`src/rtl/perf_overflow_irq.sv`:
```
// Overflow tracker for the HPM counters: sticky per-counter OF bits, scountovf view,
// and the LCOFIP pending bit with its level interrupt request.
module perf_overflow_irq #(
  parameter int unsigned NumCounters = 6
) (
  input  logic                      clk_i,
  input  logic                      rst_ni,
  input  logic                      debug_mode_i,
  input  logic [NumCounters*64-1:0] cnt_i,
  input  logic [NumCounters-1:0]    cnt_inc_i,
  input  logic [NumCounters-1:0]    cnt_we_i,
  input  logic                      of_we_i,
  input  logic [NumCounters-1:0]    of_wsel_i,
  input  logic                      of_wdata_i,
  input  logic                      lcofip_we_i,
  input  logic                      lcofip_wdata_i,
  input  logic                      lcofie_i,
  output logic [NumCounters-1:0]    of_o,
  output logic [31:0]               scountovf_o,
  output logic                      lcofip_o,
  output logic                      irq_o
);

  logic [NumCounters-1:0] wrap;
  logic [NumCounters-1:0] rise;
  logic [NumCounters-1:0] of_d, of_q;
  logic                   lcofip_d, lcofip_q;

  // A counter wraps when it increments from all-ones; a same-cycle software write
  // replaces the increment, and debug mode masks detection entirely.
  always_comb begin
    wrap = '0;
    for (int unsigned k = 0; k < NumCounters; k++) begin
      wrap[k] = cnt_inc_i[k] & (cnt_i[k*64 +: 64] == {64{1'b1}}) & ~cnt_we_i[k] & ~debug_mode_i;
    end
  end

  assign rise = wrap & ~of_q;

  // Hardware set takes priority over a same-cycle software write.
  always_comb begin
    of_d = of_q;
    for (int unsigned k = 0; k < NumCounters; k++) begin
      if (wrap[k]) begin
        of_d[k] = 1'b1;
      end else if (of_we_i && of_wsel_i[k]) begin
        of_d[k] = of_wdata_i;
      end
    end
  end

  always_comb begin
    lcofip_d = lcofip_q;
    if (|rise) begin
      lcofip_d = 1'b1;
    end else if (lcofip_we_i) begin
      lcofip_d = lcofip_wdata_i;
    end
  end

  always_ff @(posedge clk_i or negedge rst_ni) begin
    if (!rst_ni) begin
      of_q     <= '0;
      lcofip_q <= 1'b0;
    end else begin
      of_q     <= of_d;
      lcofip_q <= lcofip_d;
    end
  end

  always_comb begin
    scountovf_o                    = '0;
    scountovf_o[NumCounters+2:3]   = of_q;
  end

  assign of_o     = of_q;
  assign lcofip_o = lcofip_q;
  assign irq_o    = lcofip_q & lcofie_i & ~debug_mode_i;

endmodule

```
`config.mk`:
```
export PLATFORM = sky130hd
export DESIGN_NAME = perf_overflow_irq
export DESIGN_NICKNAME = d
export VERILOG_FILES = /design/src/rtl/perf_overflow_irq.sv
export SDC_FILE = /design/constraint.sdc
export NUM_CORES = 1
export LEC_CHECK = 0
export ABC_AREA = 1
export CAP_MARGIN = 10
export CORE_AREA = 2 2 175 177
export CTS_CLUSTER_SIZE = 8
export DETAILED_ROUTE_END_ITERATION = 8
export DIE_AREA = 0 0 177 179
export PLACE_DENSITY_LB_ADDON = 0.25
export SLEW_MARGIN = 30
export SYNTH_ARGS = -nofsm -noshare
export SYNTH_HDL_FRONTEND = slang
export SYNTH_SLANG_ARGS = --single-unit
export TNS_END_PERCENT = 1
```
`constraint.sdc`:
```
create_clock -name clk_i -period 1.1 [get_ports clk_i]
set_input_delay 0.11 -clock clk_i [delete_from_list [all_inputs] [get_ports clk_i]]
set_output_delay 0.11 -clock clk_i [all_outputs]
set_load 0.02 [all_outputs]
```
## Word-level counts from Yosys, hierarchy flattened

Index checks and enable logic that the tools add are counted.

| word-level totals | value |
|---|---|
| register bits | 7 |
| bits of input ports | 410 |
| output and inout port bits | 40 |
| word-level logic and storage cells | 70 |

| operators by class | value |
|---|---|
| equal/unequal tests | 6 |
| mux-type cells | 14 |
| bitwise operators | 29 |
| reduce and logical (&&, ||, !) cells | 14 |

Operators with widths:

| operator | count |
|---|---|
| $eq 64x64->1 const B | 6 |
| $and 1x1->1 | 20 |
| $mux 1 | 14 |
| $reduce_bool 2->1 | 7 |
| $not 1->1 | 7 |
| $and 6x6->6 | 1 |
| $logic_and 1x1->1 | 6 |
| $not 6->6 | 1 |
| $reduce_or 6->1 | 1 |

## Logic depth before layout (Yosys ltp)

| logic depth | value |
|---|---|
| depth after elaboration | 7 |
| gate-level depth with buffers | 10 |
| mapped depth without buffers | 10 |

## Worst setup path before layout

Ideal clock, no wire load.

| timing | value |
|---|---|
| kind | register to output |
| start point | reg lcofip_q (netlist: lcofip_o) |
| end point | out irq_o |
| arrival | 0.804 ns |
| data required time | 0.990 ns |
| slack | 0.186 ns |
| cell stages (with the launch flop) | 3 |
| path buffers | 0 |
| cell sequence | dfrtp_1 > nand2_1 > nor2_1 |

| between the ends | value |
|---|---|
| longest elaborated chain between the ends | 2 |

Ends and longest elaborated chain:

| item | line | source |
|---|---|---|
| start: declaration | 27 | `logic lcofip_d, lcofip_q;` |
| start signal: assignment | 67 | `lcofip_q <= lcofip_d;` |
| $and 1x1->1 (2 in series) | 78 | `assign irq_o = lcofip_q & lcofie_i & ~debug_mode_i;` |
| end: declaration | 21 | `output logic irq_o` |

No other way between the ends.

## Final worst setup path

| timing | value |
|---|---|
| start point | in cnt_inc_i[5] |
| end point | reg lcofip_q (netlist: lcofip_o) |

| between the ends | value |
|---|---|
| longest elaborated chain between the ends | 6 |
| elaborated cells on any way between the ends | 7 |
| classes of those cells | 1 x mux; 4 x bitwise; 2 x reduce/logical |

Ends and longest elaborated chain:

| item | line | source |
|---|---|---|
| start: declaration | 10 | `input logic [NumCounters-1:0] cnt_inc_i,` |
| $and 1x1->1 (*) (3 in series) | 34 | `wrap[k] = cnt_inc_i[k] & (cnt_i[k*64 +: 64] == {64{1'b1}}) & ~cnt_we_i[k] & ~debug_mode_i;` |
| $and 6x6->6 (*) | 38 | `assign rise = wrap & ~of_q;` |
| $reduce_or 6->1 (*) | 54 | `if (\|rise) begin` |
| $mux 1 / $reduce_bool 2->1 (equally long branches) | n/a |  |

Every way passes the cells marked *; elsewhere a longest branch is shown, timed or not.
A chain may end at the register's enable or synchronous reset.

==> results.sh <==
export IMPL_status="finished, violations left"
export IMPL_violations="setup timing"
export IMPL_final_area_sq_um=7070
export IMPL_cp_arrival_ns=1.42
export IMPL_clock_latency_ns=0.24
export IMPL_ys_seq_area_frac=0.0900
export IMPL_cap_violations=0
export IMPL_syn_inst=397
export IMPL_place_area_sq_um=6630
export IMPL_setup_slack_ns=-0.148
export IMPL_initial_core_util=0.0648
export IMPL_hold_class="input pin to async pin"
export IMPL_synth_seq_cells=7
export IMPL_synth_common_cells="nand2_1, nor2_1, nand4_1"
export IMPL_syn_avg_cell_area_sq_um=4.90
export IMPL_synthArstFlopShare=1.00
export IMPL_rsz0062_at_grt="true"
export IMPL_ant_nets=0
export IMPL_rows=64
export IMPL_setup_viol=5
export IMPL_yosysMostFrequentCell="nand2_1"
export IMPL_cts_hold_buf=0
export IMPL_routed_wl_mm=16.4
export IMPL_crit_top_cell="nand2_1"
export IMPL_cts_tree="yes"
export IMPL_cp_slowest_stage_delay_ns=0.51
export IMPL_cts_inserted_buffers=3
export IMPL_grt_max_degree=8
export IMPL_synthFlopType="dfrtp_1"
export IMPL_clk_pin_slew_ns=0.05
export IMPL_grt_ovfl_total=0
export IMPL_vdd_drop_max_mv=0.297
export IMPL_synth_distinct_cells=17
export IMPL_synth_edf_count=0
export IMPL_vias=3945
export IMPL_wl_per_cell_um=13.3
export IMPL_p_leak_uw=0.00332
export IMPL_boundaryPins=450
export IMPL_layout_nets=1244
export IMPL_critical_path_class="input pin to flip-flop"
export IMPL_ys_top_cells_by_area="nand2_1, nor2_1, buf_4"
export IMPL_grt_pass1_wl_mm=21.5
export IMPL_track_usage=0.0911
export IMPL_hpwl_mm=15.0
export IMPL_core_sq_um=30000
export IMPL_crit_slowest_cell="clkdlybuf4s50_1"
export IMPL_holdWs_ns=0.173
export IMPL_worstPathCellList="clkdlybuf4s50_1 > nand2_1 > nor2_1 > nand3b_1 > nor2_4 > nand3_4 > nand2_2 > nor2_2 > nand2_1"
export IMPL_cts_sinks=7
export IMPL_worstSetupStartpointType="input pin"
export IMPL_portBuffers=423
export IMPL_reg2reg_from="of_o[5]"
export IMPL_ctsHtreeMaxLevel=1
export IMPL_cts_root_buffer="clkbuf_16"
export IMPL_synth_largest_area_cell="nand2_1"
export IMPL_route_detailed_drc=0
export IMPL_slew_violations=0
export IMPL_yosys_warnings=0
export IMPL_firstDrtPassIters=4
export IMPL_cp_startpoint="cnt_inc_i[5]"
export IMPL_syn_area_sq_um=1950
export IMPL_critPathMaxFanout=2
export IMPL_grt_pass1_vias=3936
export IMPL_fillers=3361
export IMPL_place_ws_ns=-0.843
export IMPL_die_w_um=177
export IMPL_drt_iter0_drc=62
export IMPL_synthToLayoutAreaGrowth_pct=263
export IMPL_via_per_inst=3.21
export IMPL_dieArea_sq_um=31700
export IMPL_antenna_found_initial=0
export IMPL_min_period_over_period=1.13
export IMPL_cp_end_kind="flip-flop"
export IMPL_drive_above_1_share=0.0828
export IMPL_hold_viol_final=0
export IMPL_power_density_nw_per_um2=431
export IMPL_n_antenna_cell=0
export IMPL_worstPathRequired_ns=1.27
export IMPL_max_freq_mhz=801
export IMPL_place_congestion=0.748
export IMPL_finalCriticalPeriod_ns=1.25
export IMPL_yosysTopAreaCellShare=0.359
export IMPL_cts_buffer_depth=2
export IMPL_fp_dieH_um=179
export IMPL_fin_worst_skew_ns=0.00701
report_power, final:
group	leakage (uW)	switching (uW)	internal, uW
combinational	0.00320	616	1430
clock	0.0000382	182	487
sequential	0.0000771	34.6	292
total	0.00332	833	2210
registers in the layout, summed over array words and instances, names as in the netlist:
register  count
lcofip_o      1
of_o          6
layer usage:
metal  global-route usage  vias up  share of wire  wire (um)
met1                0.106     1622           0.39       6380
met4               0.0189        0          0.013        208
met5                    0        -              0          0
met2                0.170      215           0.51       8340
li1                     -     2096              -          -
met3               0.0201       12          0.088       1450
worst max-delay path: cells and delay by family:
kind / cells / cell delay, ns
simple gates: 8 / 0.79
buf+inv: 1 / 0.51
cell families after synthesis:
kind of cell / after synthesis / share of synthesized area
other cells: 1 / 0.00193
simple gates: 343 / 0.747
compound gates: 6 / 0.0154
buf+inv: 38 / 0.135
flops: 7 / 0.0900
mux: 2 / 0.0103
metrics by stage:
| step | TNS [ns] | total power [uW] | utilization | std cells |
|---|---|---|---|---|
| 5_1_grt | -0.883 | 3270 | 0.235 | 1229 |
| 6_report | -0.240 | 3050 | 0.235 | 1229 |
| 2_1_floorplan | 0 | 798 | - | 422 |
| 4_1_cts | -0.387 | 3150 | 0.225 | 1227 |
| 3_3_place_gp | -4.56 | 2450 | 0.221 | 1222 |
| 3_5_place_dp | -4.64 | 2460 | 0.221 | 1222 |
cells in the final DEF (no fill, tap or decap):
| master | synthesis | final |
|---|---|---|
| dfrtp_2 | 0 | 1 |
| nor2_1 | 98 | 77 |
| nand3_1 | 6 | 2 |
| inv_1 | 5 | 5 |
| or2_1 | 5 | 5 |
| dfrtp_1 | 7 | 6 |
| dlygate4sd2_1 | 0 | 7 |
| conb_1 | 1 | 26 |
| buf_2 | 0 | 3 |
| dlymetal6s2s_1 | 0 | 89 |
| nand3_2 | 0 | 3 |
| mux2i_1 | 2 | 2 |
| inv_4 | 0 | 1 |
| nor2_4 | 2 | 4 |
| nor2_2 | 2 | 21 |
| nand3_4 | 0 | 1 |
| nand4_1 | 38 | 38 |
| clkdlybuf4s50_1 | 0 | 315 |
| buf_6 | 0 | 3 |
| nand2_2 | 0 | 5 |
| buf_12 | 0 | 2 |
| clkbuf_1 | 0 | 1 |
| o21ai_0 | 5 | 5 |
| o21ai_2 | 0 | 1 |
| buf_4 | 32 | 13 |
| nand3b_1 | 5 | 5 |
| nor3_4 | 1 | 1 |
| clkbuf_2 | 0 | 1 |
| clkbuf_16 | 0 | 3 |
| clkdlybuf4s15_2 | 0 | 6 |
| nand2_1 | 186 | 181 |
path summary, 6_finish.rpt:
| check | endpoint | slack (ns) | cells past startpoint |
|---|---|---|---|
| setup / recovery | lcofip_o | -0.15 | 9 |
| hold / removal | of_o[4] | 0.17 | 2 |
| setup reg to reg | lcofip_o | 0.06 | 6 |
| hold reg to reg | of_o[0] | 0.63 | 4 |
| max in group asynchronous | of_o[4] | 0.77 | 2 |
| min in group clk_i | of_o[3] | 0.39 | 6 |
cell type report:
type,instances,area [sq um],area share
timing repair buffer,439,4590,0.649
multi-input combinational,377,1710,0.242
tap,396,495,0.0701
sequential,7,176,0.0250
clock buffer,4,78.8,0.0111
inverter,6,25.0,0.00354
what timing repair did:
item | in CTS | in global routing
resized for setup | 51 | 117
endpoints found under the setup margin | 20 | 11
setup buffers | 1 | 2
endpoints found under the hold margin | 0 | 0
pin swaps | 9 | 81
Power figures use the tool's default switching activity.
